`src/rtl/pc_seq_pkg.sv`:
```
// rtl/pc_seq_pkg.sv - shared state, redirect-source and default-vector constants for pc_sequencer
// PC_BOUND_CHECK_EN adds the default fetch limit.
package pc_seq_pkg;

  typedef enum logic [1:0] {
    BOOT  = 2'd0,
    RUN   = 2'd1,
    FLUSH = 2'd2,
    HALT  = 2'd3
  } pc_state_e;

  localparam logic [1:0] SRC_SEQ  = 2'd0;
  localparam logic [1:0] SRC_BR   = 2'd1;
  localparam logic [1:0] SRC_JMP  = 2'd2;
  localparam logic [1:0] SRC_TRAP = 2'd3;

  localparam logic [31:0] DEF_RESET_VEC    = 32'h0000_0000;
  localparam logic [31:0] DEF_TRAP_VEC     = 32'h0000_0040;
  localparam int          DEF_FLUSH_CYCLES = 2;
  localparam int          FLUSH_CNT_W      = 3;
`ifdef PC_BOUND_CHECK_EN
  localparam logic [31:0] DEF_PC_LIMIT     = 32'h0000_FFFF;
`endif

endpackage

```
`src/rtl/pc_sequencer_if.sv`:
```
// rtl/pc_sequencer_if.sv - request bundle from the control unit and fetch status back to it
// PC_BOUND_CHECK_EN adds bound_err.
interface pc_sequencer_if #(parameter int WIDTH = 32);

  logic             stall;
  logic             branch_req;
  logic [WIDTH-1:0] branch_target;
  logic             jump_req;
  logic [WIDTH-1:0] jump_target;
  logic             trap_req;
  logic             halt_req;
  logic             resume;
  logic [WIDTH-1:0] pc;
  logic             pc_valid;
  logic             flush;
  logic [1:0]       redirect_src;
  logic             halted;

`ifdef PC_BOUND_CHECK_EN
  logic             bound_err;

  modport master (
    output stall, branch_req, branch_target, jump_req, jump_target, trap_req, halt_req, resume,
    input  pc, pc_valid, flush, redirect_src, halted, bound_err
  );
  modport slave (
    input  stall, branch_req, branch_target, jump_req, jump_target, trap_req, halt_req, resume,
    output pc, pc_valid, flush, redirect_src, halted, bound_err
  );
`else
  modport master (
    output stall, branch_req, branch_target, jump_req, jump_target, trap_req, halt_req, resume,
    input  pc, pc_valid, flush, redirect_src, halted
  );
  modport slave (
    input  stall, branch_req, branch_target, jump_req, jump_target, trap_req, halt_req, resume,
    output pc, pc_valid, flush, redirect_src, halted
  );
`endif

endinterface

```
`src/rtl/pc_incr.sv`:
```
// rtl/pc_incr.sv - combinational sequential-path incrementer, wraps modulo 2^WIDTH
module pc_incr #(
  parameter int WIDTH = 32
) (
  input  logic [WIDTH-1:0] pc_i,
  output logic [WIDTH-1:0] pc_inc_o
);

  assign pc_inc_o = pc_i + WIDTH'(1);

endmodule

```
`src/rtl/pc_sequencer.sv`:
```
// rtl/pc_sequencer.sv - program counter owner: boot, sequential advance, redirects, flush bubbles, halt
// PC_BOUND_CHECK_EN turns out-of-range next-PCs into traps and adds bound_err.
module pc_sequencer
  import pc_seq_pkg::*;
#(
  parameter int               WIDTH        = 32,
  parameter logic [WIDTH-1:0] RESET_VEC    = WIDTH'(DEF_RESET_VEC),
  parameter logic [WIDTH-1:0] TRAP_VEC     = WIDTH'(DEF_TRAP_VEC),
  parameter int               FLUSH_CYCLES = DEF_FLUSH_CYCLES
`ifdef PC_BOUND_CHECK_EN
  , parameter logic [WIDTH-1:0] PC_LIMIT   = WIDTH'(DEF_PC_LIMIT)
`endif
) (
  input  logic           clk,
  input  logic           rst_n,
  pc_sequencer_if.slave  ctrl_if
);

  localparam logic [FLUSH_CNT_W-1:0] FLUSH_INIT = FLUSH_CNT_W'(FLUSH_CYCLES);

  pc_state_e              state_q, state_d;
  logic [WIDTH-1:0]       pc_q, pc_d, pc_inc;
  logic                   valid_q, valid_d;
  logic                   flush_q, flush_d;
  logic                   halted_q, halted_d;
  logic [1:0]             src_q, src_d;
  logic [FLUSH_CNT_W-1:0] cnt_q, cnt_d;
  logic                   load_en, redir;
  logic [WIDTH-1:0]       load_pc;
  logic [1:0]             load_src;
`ifdef PC_BOUND_CHECK_EN
  logic                   berr_q, berr_d;
`endif

  pc_incr #(.WIDTH(WIDTH)) u_incr (
    .pc_i     (pc_q),
    .pc_inc_o (pc_inc)
  );

  always_comb begin
    state_d  = state_q;
    pc_d     = pc_q;
    valid_d  = valid_q;
    flush_d  = 1'b0;
    halted_d = halted_q;
    src_d    = src_q;
    cnt_d    = cnt_q;
    load_en  = 1'b0;
    redir    = 1'b0;
    load_pc  = pc_inc;
    load_src = SRC_SEQ;
`ifdef PC_BOUND_CHECK_EN
    berr_d   = 1'b0;
`endif

    case (state_q)
      BOOT: begin
        state_d = RUN;
        valid_d = 1'b1;
      end
      RUN: begin
        valid_d = 1'b1;
        if (ctrl_if.trap_req) begin
          load_en = 1'b1; redir = 1'b1; load_pc = TRAP_VEC; load_src = SRC_TRAP;
        end else if (ctrl_if.halt_req) begin
          state_d = HALT; valid_d = 1'b0; halted_d = 1'b1;
        end else if (ctrl_if.jump_req) begin
          load_en = 1'b1; redir = 1'b1; load_pc = ctrl_if.jump_target; load_src = SRC_JMP;
        end else if (ctrl_if.branch_req) begin
          load_en = 1'b1; redir = 1'b1; load_pc = ctrl_if.branch_target; load_src = SRC_BR;
        end else if (!ctrl_if.stall) begin
          load_en = 1'b1;
        end
      end
      FLUSH: begin
        flush_d = 1'b1;
        valid_d = 1'b0;
        // A trap here restarts the bubble window from the full count.
        if (ctrl_if.trap_req) begin
          load_en = 1'b1; load_pc = TRAP_VEC; load_src = SRC_TRAP; cnt_d = FLUSH_INIT;
        end else if (cnt_q <= FLUSH_CNT_W'(1)) begin
          state_d = RUN; valid_d = 1'b1; flush_d = 1'b0; cnt_d = '0;
        end else begin
          cnt_d = cnt_q - FLUSH_CNT_W'(1);
        end
      end
      HALT: begin
        valid_d = 1'b0;
        if (ctrl_if.trap_req) begin
          load_en = 1'b1; redir = 1'b1; load_pc = TRAP_VEC; load_src = SRC_TRAP; halted_d = 1'b0;
        end else if (ctrl_if.resume) begin
          state_d = RUN; valid_d = 1'b1; halted_d = 1'b0;
        end
      end
    endcase

`ifdef PC_BOUND_CHECK_EN
    if (state_q == RUN && load_en && load_src != SRC_TRAP && load_pc > PC_LIMIT) begin
      load_pc = TRAP_VEC; load_src = SRC_TRAP; redir = 1'b1; berr_d = 1'b1;
    end
`endif

    if (load_en) begin
      pc_d  = load_pc;
      src_d = load_src;
    end

    // With no bubbles the target is fetched immediately and flush is a single pulse.
    if (redir) begin
      flush_d = 1'b1;
      if (FLUSH_CYCLES > 0) begin
        state_d = FLUSH; cnt_d = FLUSH_INIT; valid_d = 1'b0;
      end else begin
        state_d = RUN; valid_d = 1'b1;
      end
    end
  end

  always_ff @(posedge clk) begin
    if (!rst_n) begin
      state_q  <= BOOT;
      pc_q     <= RESET_VEC;
      valid_q  <= 1'b0;
      flush_q  <= 1'b0;
      halted_q <= 1'b0;
      src_q    <= SRC_SEQ;
      cnt_q    <= '0;
`ifdef PC_BOUND_CHECK_EN
      berr_q   <= 1'b0;
`endif
    end else begin
      state_q  <= state_d;
      pc_q     <= pc_d;
      valid_q  <= valid_d;
      flush_q  <= flush_d;
      halted_q <= halted_d;
      src_q    <= src_d;
      cnt_q    <= cnt_d;
`ifdef PC_BOUND_CHECK_EN
      berr_q   <= berr_d;
`endif
    end
  end

  assign ctrl_if.pc           = pc_q;
  assign ctrl_if.pc_valid     = valid_q;
  assign ctrl_if.flush        = flush_q;
  assign ctrl_if.redirect_src = src_q;
  assign ctrl_if.halted       = halted_q;
`ifdef PC_BOUND_CHECK_EN
  assign ctrl_if.bound_err    = berr_q;
`endif

endmodule

```
`src/flat_wrapper.sv`:
```
// flat-port wrapper written by rule: the top's interface ports become plain ports
module pc_sequencer_flat import pc_seq_pkg::*;
#(
  parameter int               WIDTH        = 32,
  parameter logic [WIDTH-1:0] RESET_VEC    = WIDTH'(DEF_RESET_VEC),
  parameter logic [WIDTH-1:0] TRAP_VEC     = WIDTH'(DEF_TRAP_VEC),
  parameter int               FLUSH_CYCLES = DEF_FLUSH_CYCLES

)
  (clk, rst_n, ctrl_if_stall, ctrl_if_branch_req, ctrl_if_branch_target, ctrl_if_jump_req, ctrl_if_jump_target, ctrl_if_trap_req, ctrl_if_halt_req, ctrl_if_resume, ctrl_if_pc, ctrl_if_pc_valid, ctrl_if_flush, ctrl_if_redirect_src, ctrl_if_halted);
  pc_sequencer_if #(.WIDTH(WIDTH)) ctrl_if_i ();
  input  logic clk;
  input  logic rst_n;
  input wire logic [$bits(ctrl_if_i.stall)-1:0] ctrl_if_stall;
  input wire logic [$bits(ctrl_if_i.branch_req)-1:0] ctrl_if_branch_req;
  input wire logic [$bits(ctrl_if_i.branch_target)-1:0] ctrl_if_branch_target;
  input wire logic [$bits(ctrl_if_i.jump_req)-1:0] ctrl_if_jump_req;
  input wire logic [$bits(ctrl_if_i.jump_target)-1:0] ctrl_if_jump_target;
  input wire logic [$bits(ctrl_if_i.trap_req)-1:0] ctrl_if_trap_req;
  input wire logic [$bits(ctrl_if_i.halt_req)-1:0] ctrl_if_halt_req;
  input wire logic [$bits(ctrl_if_i.resume)-1:0] ctrl_if_resume;
  output wire logic [$bits(ctrl_if_i.pc)-1:0] ctrl_if_pc;
  output wire logic [$bits(ctrl_if_i.pc_valid)-1:0] ctrl_if_pc_valid;
  output wire logic [$bits(ctrl_if_i.flush)-1:0] ctrl_if_flush;
  output wire logic [$bits(ctrl_if_i.redirect_src)-1:0] ctrl_if_redirect_src;
  output wire logic [$bits(ctrl_if_i.halted)-1:0] ctrl_if_halted;
  assign ctrl_if_i.stall = ctrl_if_stall;
  assign ctrl_if_i.branch_req = ctrl_if_branch_req;
  assign ctrl_if_i.branch_target = ctrl_if_branch_target;
  assign ctrl_if_i.jump_req = ctrl_if_jump_req;
  assign ctrl_if_i.jump_target = ctrl_if_jump_target;
  assign ctrl_if_i.trap_req = ctrl_if_trap_req;
  assign ctrl_if_i.halt_req = ctrl_if_halt_req;
  assign ctrl_if_i.resume = ctrl_if_resume;
  assign ctrl_if_pc = ctrl_if_i.pc;
  assign ctrl_if_pc_valid = ctrl_if_i.pc_valid;
  assign ctrl_if_flush = ctrl_if_i.flush;
  assign ctrl_if_redirect_src = ctrl_if_i.redirect_src;
  assign ctrl_if_halted = ctrl_if_i.halted;
  pc_sequencer #(.WIDTH(WIDTH), .RESET_VEC(RESET_VEC), .TRAP_VEC(TRAP_VEC), .FLUSH_CYCLES(FLUSH_CYCLES)) u_core (.clk(clk), .rst_n(rst_n), .ctrl_if(ctrl_if_i));
endmodule
```
`config.mk`:
```
export PLATFORM = sky130hd
export DESIGN_NAME = pc_sequencer_flat
export DESIGN_NICKNAME = d
export VERILOG_FILES = /design/src/rtl/pc_seq_pkg.sv /design/src/rtl/pc_sequencer_if.sv /design/src/rtl/pc_incr.sv /design/src/rtl/pc_sequencer.sv /design/src/flat_wrapper.sv
export SDC_FILE = /design/constraint.sdc
export NUM_CORES = 1
export LEC_CHECK = 0
export ABC_AREA = 0
export CELL_PAD_IN_SITES_DETAIL_PLACEMENT = 1
export CELL_PAD_IN_SITES_GLOBAL_PLACEMENT = 2
export CORE_ASPECT_RATIO = 1.25
export CORE_MARGIN = 2
export CORE_UTILIZATION = 26
export DETAILED_ROUTE_END_ITERATION = 8
export HOLD_SLACK_MARGIN = 0.05
export PLACE_DENSITY = 0.85
export SKIP_CTS_REPAIR_TIMING = 1
export SLEW_MARGIN = 20
export SYNTH_ARGS = -nofsm -noshare
export SYNTH_HDL_FRONTEND = slang
export SYNTH_HIERARCHICAL = 1
export SYNTH_SLANG_ARGS = --single-unit
```
`constraint.sdc`:
```
create_clock -name clk -period 3.2 [get_ports clk]
set_input_delay 0.64 -clock clk [delete_from_list [all_inputs] [get_ports clk]]
set_output_delay 0.64 -clock clk [all_outputs]
set_load 0.005 [all_outputs]
```
Word level (Yosys, flattened, before mapping)
Index checks and enable logic that the tools add are counted.
{"block": "totals", "reg_bits": 42, "in_bits": 72, "output_inout_bits": 37, "wordCells": 89}
{"block": "op_classes", "add_sub_neg": 2, "order_cmp": 1, "n_eq_ne": 16, "mux": 52, "bitwise": 1, "n_reduce_logical": 8}
{"operator": "$mux W32", "count": 5}
{"operator": "$pmux W32 S2", "count": 1}
{"operator": "$add A32 B1 Y32 const B", "count": 1}
{"operator": "$mux W2", "count": 13}
{"operator": "$mux W1", "count": 25}
{"operator": "$ne A3 B2 Y1 const B", "count": 5}
{"operator": "$reduce_and A6 Y1", "count": 2}
{"operator": "$ne A2 B2 Y1 const B", "count": 5}
{"operator": "$pmux W2 S4", "count": 1}
{"operator": "$mux W3", "count": 2}
{"operator": "$pmux W1 S2", "count": 3}
{"operator": "$eq A2 B2 Y1 const B", "count": 2}
{"operator": "$pmux W1 S4", "count": 1}
{"operator": "$pmux W2 S2", "count": 1}
{"operator": "$reduce_and A4 Y1", "count": 1}
{"operator": "$reduce_bool A2 Y1", "count": 2}
{"operator": "$reduce_or A2 Y1", "count": 2}
{"operator": "$le A3 B1 Y1 const B", "count": 1}
{"operator": "$ne A3 B1 Y1 const B", "count": 1}
{"operator": "$ne A3 B3 Y1 const B", "count": 1}
{"operator": "$sub A3 B1 Y3 const B", "count": 1}
{"operator": "$eq A2 B1 Y1 const B", "count": 1}
{"operator": "$logic_not A2 Y1", "count": 1}
{"operator": "$ne A2 B1 Y1 const B", "count": 1}
{"operator": "$not A1 Y1", "count": 1}

Longest topological paths before layout
Gate-level depths: netlist of the first run.
{"block": "logic_depth", "word_depth": 7, "ltp_mapped": 9, "mapped_depth_nobuf": 9}

Modules after synthesis
Netlist of the first run, hierarchy kept.
{"module": "pc_sequencer", "instances": 1, "cells_each": 259, "area_per_inst_um2": 2182.1}
{"module": "pc_incr", "instances": 1, "cells_each": 96, "area_per_inst_um2": 684.4}

Worst setup path before layout of the first run
Ideal clock, no wire load.
{"block": "synth_path", "kind": "reg-to-reg", "startpoint": "reg u_core.pc_q[0] (netlist: u_core/ctrl_if.pc[0])", "endpoint": "reg u_core.pc_q[26] (netlist: u_core/ctrl_if.pc[26])", "t_arrival_ns": 1.729, "required_ns": 3.074, "slack_ns": 1.345, "stages_incl_launch_ff": 8, "path_buffers": 0, "period_less_slack_ns": 1.855, "cell_sequence": "dfxtp_1 ha_1 and3_1 nand3_2 nor4_1 xor2_1 a222oi_1 o21ai_0"}
{"block": "synth_between", "elab_chain_len": 6}
{"item": "start, declared", "line_no": "pc_sequencer.sv:22", "text": "logic [WIDTH-1:0] pc_q, pc_d, pc_inc;"}
{"item": "start signal, assigned", "line_no": "pc_sequencer.sv:133", "text": "pc_q <= pc_d;"}
{"item": "$add A32 B1 Y32 (*)", "line_no": "pc_incr.sv:9", "text": "assign pc_inc_o = pc_i + WIDTH'(1);"}
{"item": "via u_core.pc_inc[26]", "line_no": "pc_sequencer.sv:22"}
{"item": "$mux W32", "line_no": "pc_sequencer.sv:69", "text": "end else if (ctrl_if.branch_req) begin"}
{"item": "$mux W32", "line_no": "pc_sequencer.sv:67", "text": "end else if (ctrl_if.jump_req) begin"}
{"item": "$mux W32", "line_no": "pc_sequencer.sv:65", "text": "end else if (ctrl_if.halt_req) begin"}
{"item": "$mux W32", "line_no": "pc_sequencer.sv:63", "text": "if (ctrl_if.trap_req) begin"}
{"item": "$pmux W32 S2 (*)", "line_no": "pc_sequencer.sv:56", "text": "case (state_q)"}
The timed path passes the listed nets; every way through them passes the cells marked *.
A chain may end at the register's enable or synchronous reset.

Worst setup path after layout of the first run
{"block": "layout_path", "startpoint": "in ctrl_if_halt_req", "endpoint": "reg u_core.pc_q[13] (netlist: u_core/ctrl_if.pc[13])"}
{"block": "layout_between", "elab_chain_len": 3}
{"item": "start, declared", "line_no": "flat_wrapper.sv:20", "text": "input wire logic [$bits(ctrl_if_i.halt_req)-1:0] ctrl_if_halt_req;"}
{"item": "$mux W32 / $mux W1 (equally long branches)", "line_no": "pc_sequencer.sv:65"}
{"item": "$mux W32 / $mux W1 (equally long branches)", "line_no": "pc_sequencer.sv:63"}
{"item": "$pmux W32 S2 / $pmux W1 S2 (equally long branches)", "line_no": "pc_sequencer.sv:56"}
Several ways; a longest one is shown, not always the timed one.

==> results of run 1 <==
layout by cell type, fill, tap and decap left out, types with 6 or more instances in the layout:
master,synthesis,layout
xnor2_1,11,11
o21ai_1,12,12
inv_1,12,12
o21ai_0,24,24
dfxtp_1,42,42
nor2_1,29,29
nand2_1,46,46
nor4_1,6,6
a222oi_1,17,17
nand3_1,12,12
a21oi_1,13,13
a22oi_1,6,6
xor2_1,19,19
clkdlybuf4s50_1,0,108
and3_1,6,6
logic make-up after synthesis:
kind of cell	Yosys count	share of synthesized area
compound gates	107	0.2671
fa+ha+maj	3	0.01310
flops	42	0.2933
xor+xnor	30	0.09166
buf+inv	35	0.06939
simple gates	138	0.2654
worst paths after layout:
kind / end / cells after the start
min: u_core/ctrl_if.pc[31] / 2
max: u_core/ctrl_if.pc[13] / 5
min reg2reg: u_core/ctrl_if.pc[31] / 2
max reg2reg: u_core/ctrl_if.pc[28] / 7
worst max-delay path, stage by stage:
cell             delay (ns)
clkdlybuf4s50_1        0.67
nor4b_2                0.45
and2_1                 0.36
nand2_4                0.24
o31ai_1                0.30
layer usage:
| layer | global-route usage | vias up | part of all wire |
|---|---|---|---|
| met5 | 0 | - | 0 |
| met4 | 0.03385 | 0 | 0.0055 |
| met3 | 0.02477 | 4 | 0.040 |
| met2 | 0.3399 | 76 | 0.53 |
| met1 | 0.2107 | 1484 | 0.43 |
| li1 | - | 1504 | - |
sequential cells by signal, indices dropped and copies added, names as in the netlist:
signal and flops:
u_core/ctrl_if.pc_valid 1, u_core/ctrl_if.pc 32, u_core/cnt_q 3, u_core/ctrl_if.flush 1, u_core/ctrl_if.redirect_src 2, u_core/ctrl_if.halted 1, u_core/state_q 2
report_power, final:
group / switching, mW / internal (mW)
logic: 0.134 / 0.155
clock network: 0.213 / 0.369
registers: 0.0237 / 0.540
total: 0.370 / 1.06
cells in the mapped netlist, types with 4 or more instances:
| library cell | n |
|---|---|
| nor3_1 | 4 |
| dfxtp_1 | 42 |
| a222oi_1 | 17 |
| xnor2_1 | 11 |
| nor2_1 | 29 |
| xor2_1 | 19 |
| nand4_1 | 4 |
| and3_1 | 6 |
| nor4_1 | 6 |
| a22oi_1 | 6 |
| nor4_2 | 4 |
| o31ai_1 | 4 |
| o21ai_0 | 24 |
| a21oi_1 | 13 |
| inv_1 | 12 |
| buf_6 | 6 |
| nand3_1 | 12 |
| o22ai_1 | 4 |
| nand2_1 | 46 |
| nor2b_1 | 5 |
| and4_1 | 5 |
| clkbuf_1 | 4 |
| buf_2 | 9 |
| o21ai_1 | 12 |
area by class of cell:
cell class                 instances  area (um2)  share of cell area
clock buffer                       6       128.9             0.03096
multi-input combinational        278        1827              0.4388
inverter                          12       45.04             0.01082
sequential                        42       840.8              0.2020
timing repair buffer             113        1119              0.2687
clock inverter                     2       37.54            0.009017
tap                              132       165.2             0.03968
==> summary.txt, run 1 <==
Maximum buffer depth of the clock tree: 2
Minimum clock period: 2.486 ns
Area share of the largest cell type after synthesis: 0.2933
Ranking of synthesized cells by area: dfxtp_1 (29%), nand2_1 (6.0%), a222oi_1 (5.9%), xor2_1 (5.8%), o21ai_0 (4.2%)
Worst Setup SP: ctrl_if_halt_req
Chip width: 97.92 um
Post-synth EDFFs: 0
Gr usage total: 0.1779
Worst hold margin: 0.5061 ns
Largest net degree at the start of global routing: 32
Worst Path Arrival: 2.67 ns
Cell Rows: 42
H-tree Lvls: 2
Drt total wl: 10.55 mm
Critical path class: input port to flop
Max Slew Vio Count: 0
Pwr/cell area: 344.4 nW/um2
Core footprint: 10670 um2
Final Util: 0.3902
CTS tree: built
Hpwl dp: 8.088 mm
Worst-path clk slew: 0.06 ns
Worst r2r src: u_core/ctrl_if.pc[0]
Status: complete, no violations
Area leader, netlist: dfxtp_1
Setup Skew: 0.005197 ns
Syn. warnings: 6
RSZ-0062 raised after global routing: no
# diodes: 0
Setup TNS: 0 ns
Nets: 527
Vias: 3068
Leakage power: 1.478 nW
Iter 0 DRT Violations: 203
Final setup vio count: 0
Setup ws final: 0.7140 ns
Vias per cell: 5.244
Layout area overhead: 45.22%
CTS Root Cell: clkbuf_16
Classification of the worst-slack hold path: flop to flop
Final Hold Fails: 0
Synthesized Nets: 430
Initial antenna violation count: 0
Max VDD drop: 0.0002000 V
Worst Setup End Kind: flop
Vias in the first global route: 3331
DRC: 0
Critical path required time: 3.39 ns
Layout cells sized above 1: 0.07064
Die height: 121.4 um
GP Congestion: 0.7773
Sequential share of the synthesized area: 0.2933
Area of the mapped netlist: 2866 um2
Synth unique cells: 56
Clock sink count: 42
Flop-to-flop setup slack: 0.91 ns
Worst hold path startpoint: u_core/ctrl_if.pc[31]
Cell area after layout: 4163 um2
Non-Filler Instances: 585
Max_slew headroom: 0.6459
I/O Buffers: 108
ANT nets after route: 0
Max-cap violations: 0
Ys flop type: dfxtp_1
Num CTS Buffers: 5
# fillers: 1276
Cells after Synth: 355
DR pass1 iterations: 4
First-pass GRT wire length: 17.12 mm
Starting Density: 0.2687
Clock Latency Late Sink: 0.28 ns
Cell area after placement: 3996 um2
F_max: 402.3 MHz
GR Overflow Total: 0
Io pins: 109
Worst Path Max Fanout: 26
Syn avg cell area: 8.075 um2
Cell count after placement: 577
Slew @ Worst Pin: 0.5296 ns
Tot Pwr: 1.434 mW
Period utilization: 0.7769
Dpl ws: 0.3818 ns
Average wire per standard cell: 18.04 um
FF+latch count, synth: 42
Critical path launch point type: input port
Post-synthesis async set-or-reset flop share: 0
Total die area: 11890 um2
Note: power is estimated with default switching activity, not from simulation.
==> inputs of run 2 (changes only) <==
--- a/config.mk
+++ b/config.mk
@@ -10,10 +10,10 @@
 export CELL_PAD_IN_SITES_GLOBAL_PLACEMENT = 2
 export CORE_ASPECT_RATIO = 1.25
 export CORE_MARGIN = 2
-export CORE_UTILIZATION = 26
+export CORE_UTILIZATION = 22
 export DETAILED_ROUTE_END_ITERATION = 8
 export HOLD_SLACK_MARGIN = 0.05
-export PLACE_DENSITY = 0.85
+export PLACE_DENSITY = 0.76
 export SKIP_CTS_REPAIR_TIMING = 1
 export SLEW_MARGIN = 20
 export SYNTH_ARGS = -nofsm -noshare
==> constraint.sdc (replaced) <==
create_clock -name clk -period 2.2 [get_ports clk]
set_input_delay 0.44 -clock clk [delete_from_list [all_inputs] [get_ports clk]]
set_output_delay 0.44 -clock clk [all_outputs]
set_load 0.005 [all_outputs]
==> summary.txt, run 2 (synthesis results as in run 1) <==
Worst-path clk slew: 0.06 ns
Largest stage delay on the critical path: 0.37 ns
RSZ-0062 raised after global routing: no
Pwr/cell area: 455.3 nW/um2
FF+latch area: 840.8 um2
# fillers: 1490
Drt total wl: 11.77 mm
Cell count after placement: 648
Chip width: 106.1 um
Int Pwr: 1.501 mW
GR Overflow Total: 0
Initial antenna violation count: 0
CP bufs+invs: 0
Final setup vio count: 0
Critical path class: flop to flop
Vias: 3302
F_max: 490.1 MHz
Crit-path leading delay family: simple AND/OR/NAND/NOR gates
Io pins: 109
Num CTS Buffers: 5
Worst Setup SP: u_core/ctrl_if.pc[0]
Maximum buffer depth of the clock tree: 2
Worst Path Max Fanout: 8
Clock sink count: 42
Sequential Power Share: 0.396
Critical path launch point type: flop
Core footprint: 12720 um2
Largest net degree at the start of global routing: 32
Leakage power: 1.682 nW
Clock Latency Late Sink: 0.28 ns
First-pass GRT wire length: 18.98 mm
Worst r2r src: u_core/ctrl_if.pc[0]
Worst Path Arrival: 2.21 ns
Period utilization: 0.9274
Area of the multi-input gates: 1829 um2
Logic pwr share: 0.232
Iter 0 DRT Violations: 154
Setup TNS: 0 ns
Worst Setup End Kind: flop
# diodes: 0
Hpwl dp: 9.210 mm
Non-Filler Instances: 656
Max-cap violations: 0
Largest register FFs: 32
Minimum clock period: 2.040 ns
Nets: 562
DRC: 0
GP Congestion: 0.7899
Starting Density: 0.2254
Most frequent cells in the layout: clkdlybuf4s50_1 (108), nand2_1 (46), dfxtp_1 (42)
Layout area overhead: 58.01%
Gr usage total: 0.1684
Commonest non-fill, non-tap cell in the layout: clkdlybuf4s50_1
Slew @ Worst Pin: 0.5508 ns
Worst hold path startpoint: u_core/ctrl_if.pc[20]
Max Slew Vio Count: 0
Total die area: 13960 um2
Psw: 560.6 uW
Status: complete, no violations
Switching share of power: 0.2719
Max_slew headroom: 0.6323
CTS Root Cell: clkbuf_16
Classification of the worst-slack hold path: flop to flop
Vias in the first global route: 3567
CTS tree: built
I/O Buffers: 108
Die height: 131.6 um
Layout cells sized above 1: 0.1414
Critical path required time: 2.37 ns
Vias per cell: 5.034
Average wire per standard cell: 17.94 um
DR pass1 iterations: 5
Slowest-stage cell, CP: dfxtp_1
Cells along the critical path: ha_1 > and3_1 > nand3_2 > nor4_1 > xor2_1 > a222oi_1 > o21ai_1
ANT nets after route: 0
Max VDD drop: 0.0003135 V
Tot Pwr: 2.062 mW
Final Hold Fails: 0
Setup Skew: 0.003049 ns
Clock power frac: 0.372
Cell Rows: 46
H-tree Lvls: 2
[run 2: power groups by stage]
stage	Combinational [mW]	Sequential (mW)	Clock, mW
floorplan	0.213	0.823	0
detailed placement	0.481	0.835	0
CTS	0.484	0.817	0.786
finish	0.478	0.817	0.767
global placement	0.476	0.833	0
global route	0.520	0.821	0.804
[run 2: worst paths after layout]
kind,slack [ns],cells after the start,to
worst max-delay path,0.16,7,u_core/ctrl_if.pc[20]
worst min-delay path,0.51,2,u_core/ctrl_if.pc[20]
worst min register to register,0.51,2,u_core/ctrl_if.pc[20]
worst max register to register,0.16,7,u_core/ctrl_if.pc[20]
[run 2: metal layers]
layer  track usage  vias up  wire, um
met1        0.2026     1634      5034
met4       0.02266        0        65
met3       0.02976        6       562
met5             0        -         0
li1              -     1574         -
met2        0.3154       88      6102
[run 2: metrics by stage]
step	instance area, um2	util	setup WS (ns)	hold WS [ns]
6_report	4529	0.3561	0.1598	0.5087
5_1_grt	4529	0.3561	0.01771	0.5335
4_1_cts	4527	0.3559	0.1637	0.5130
3_5_place_dp	4379	0.3443	0.02377	0.5030
3_3_place_gp	4379	0.3443	0.07607	0.4866
2_1_floorplan	2867	-	0.3450	0.4540
[run 2: cell type report]
type,instances,area share
multi-input cells,278,0.4039
clock inverters,1,0.001105
flip-flops and latches,42,0.1856
clock buffers,7,0.03149
inverters,12,0.009945
well taps,168,0.04641
repair buffers,148,0.3215
[run 2: worst reg2reg max path, cell delays in order (launching register included)]
cell and delay [ns]:
dfxtp_1 0.37, ha_1 0.19, and3_1 0.23, nand3_2 0.23, nor4_1 0.31, xor2_1 0.13, a222oi_1 0.37, o21ai_1 0.09
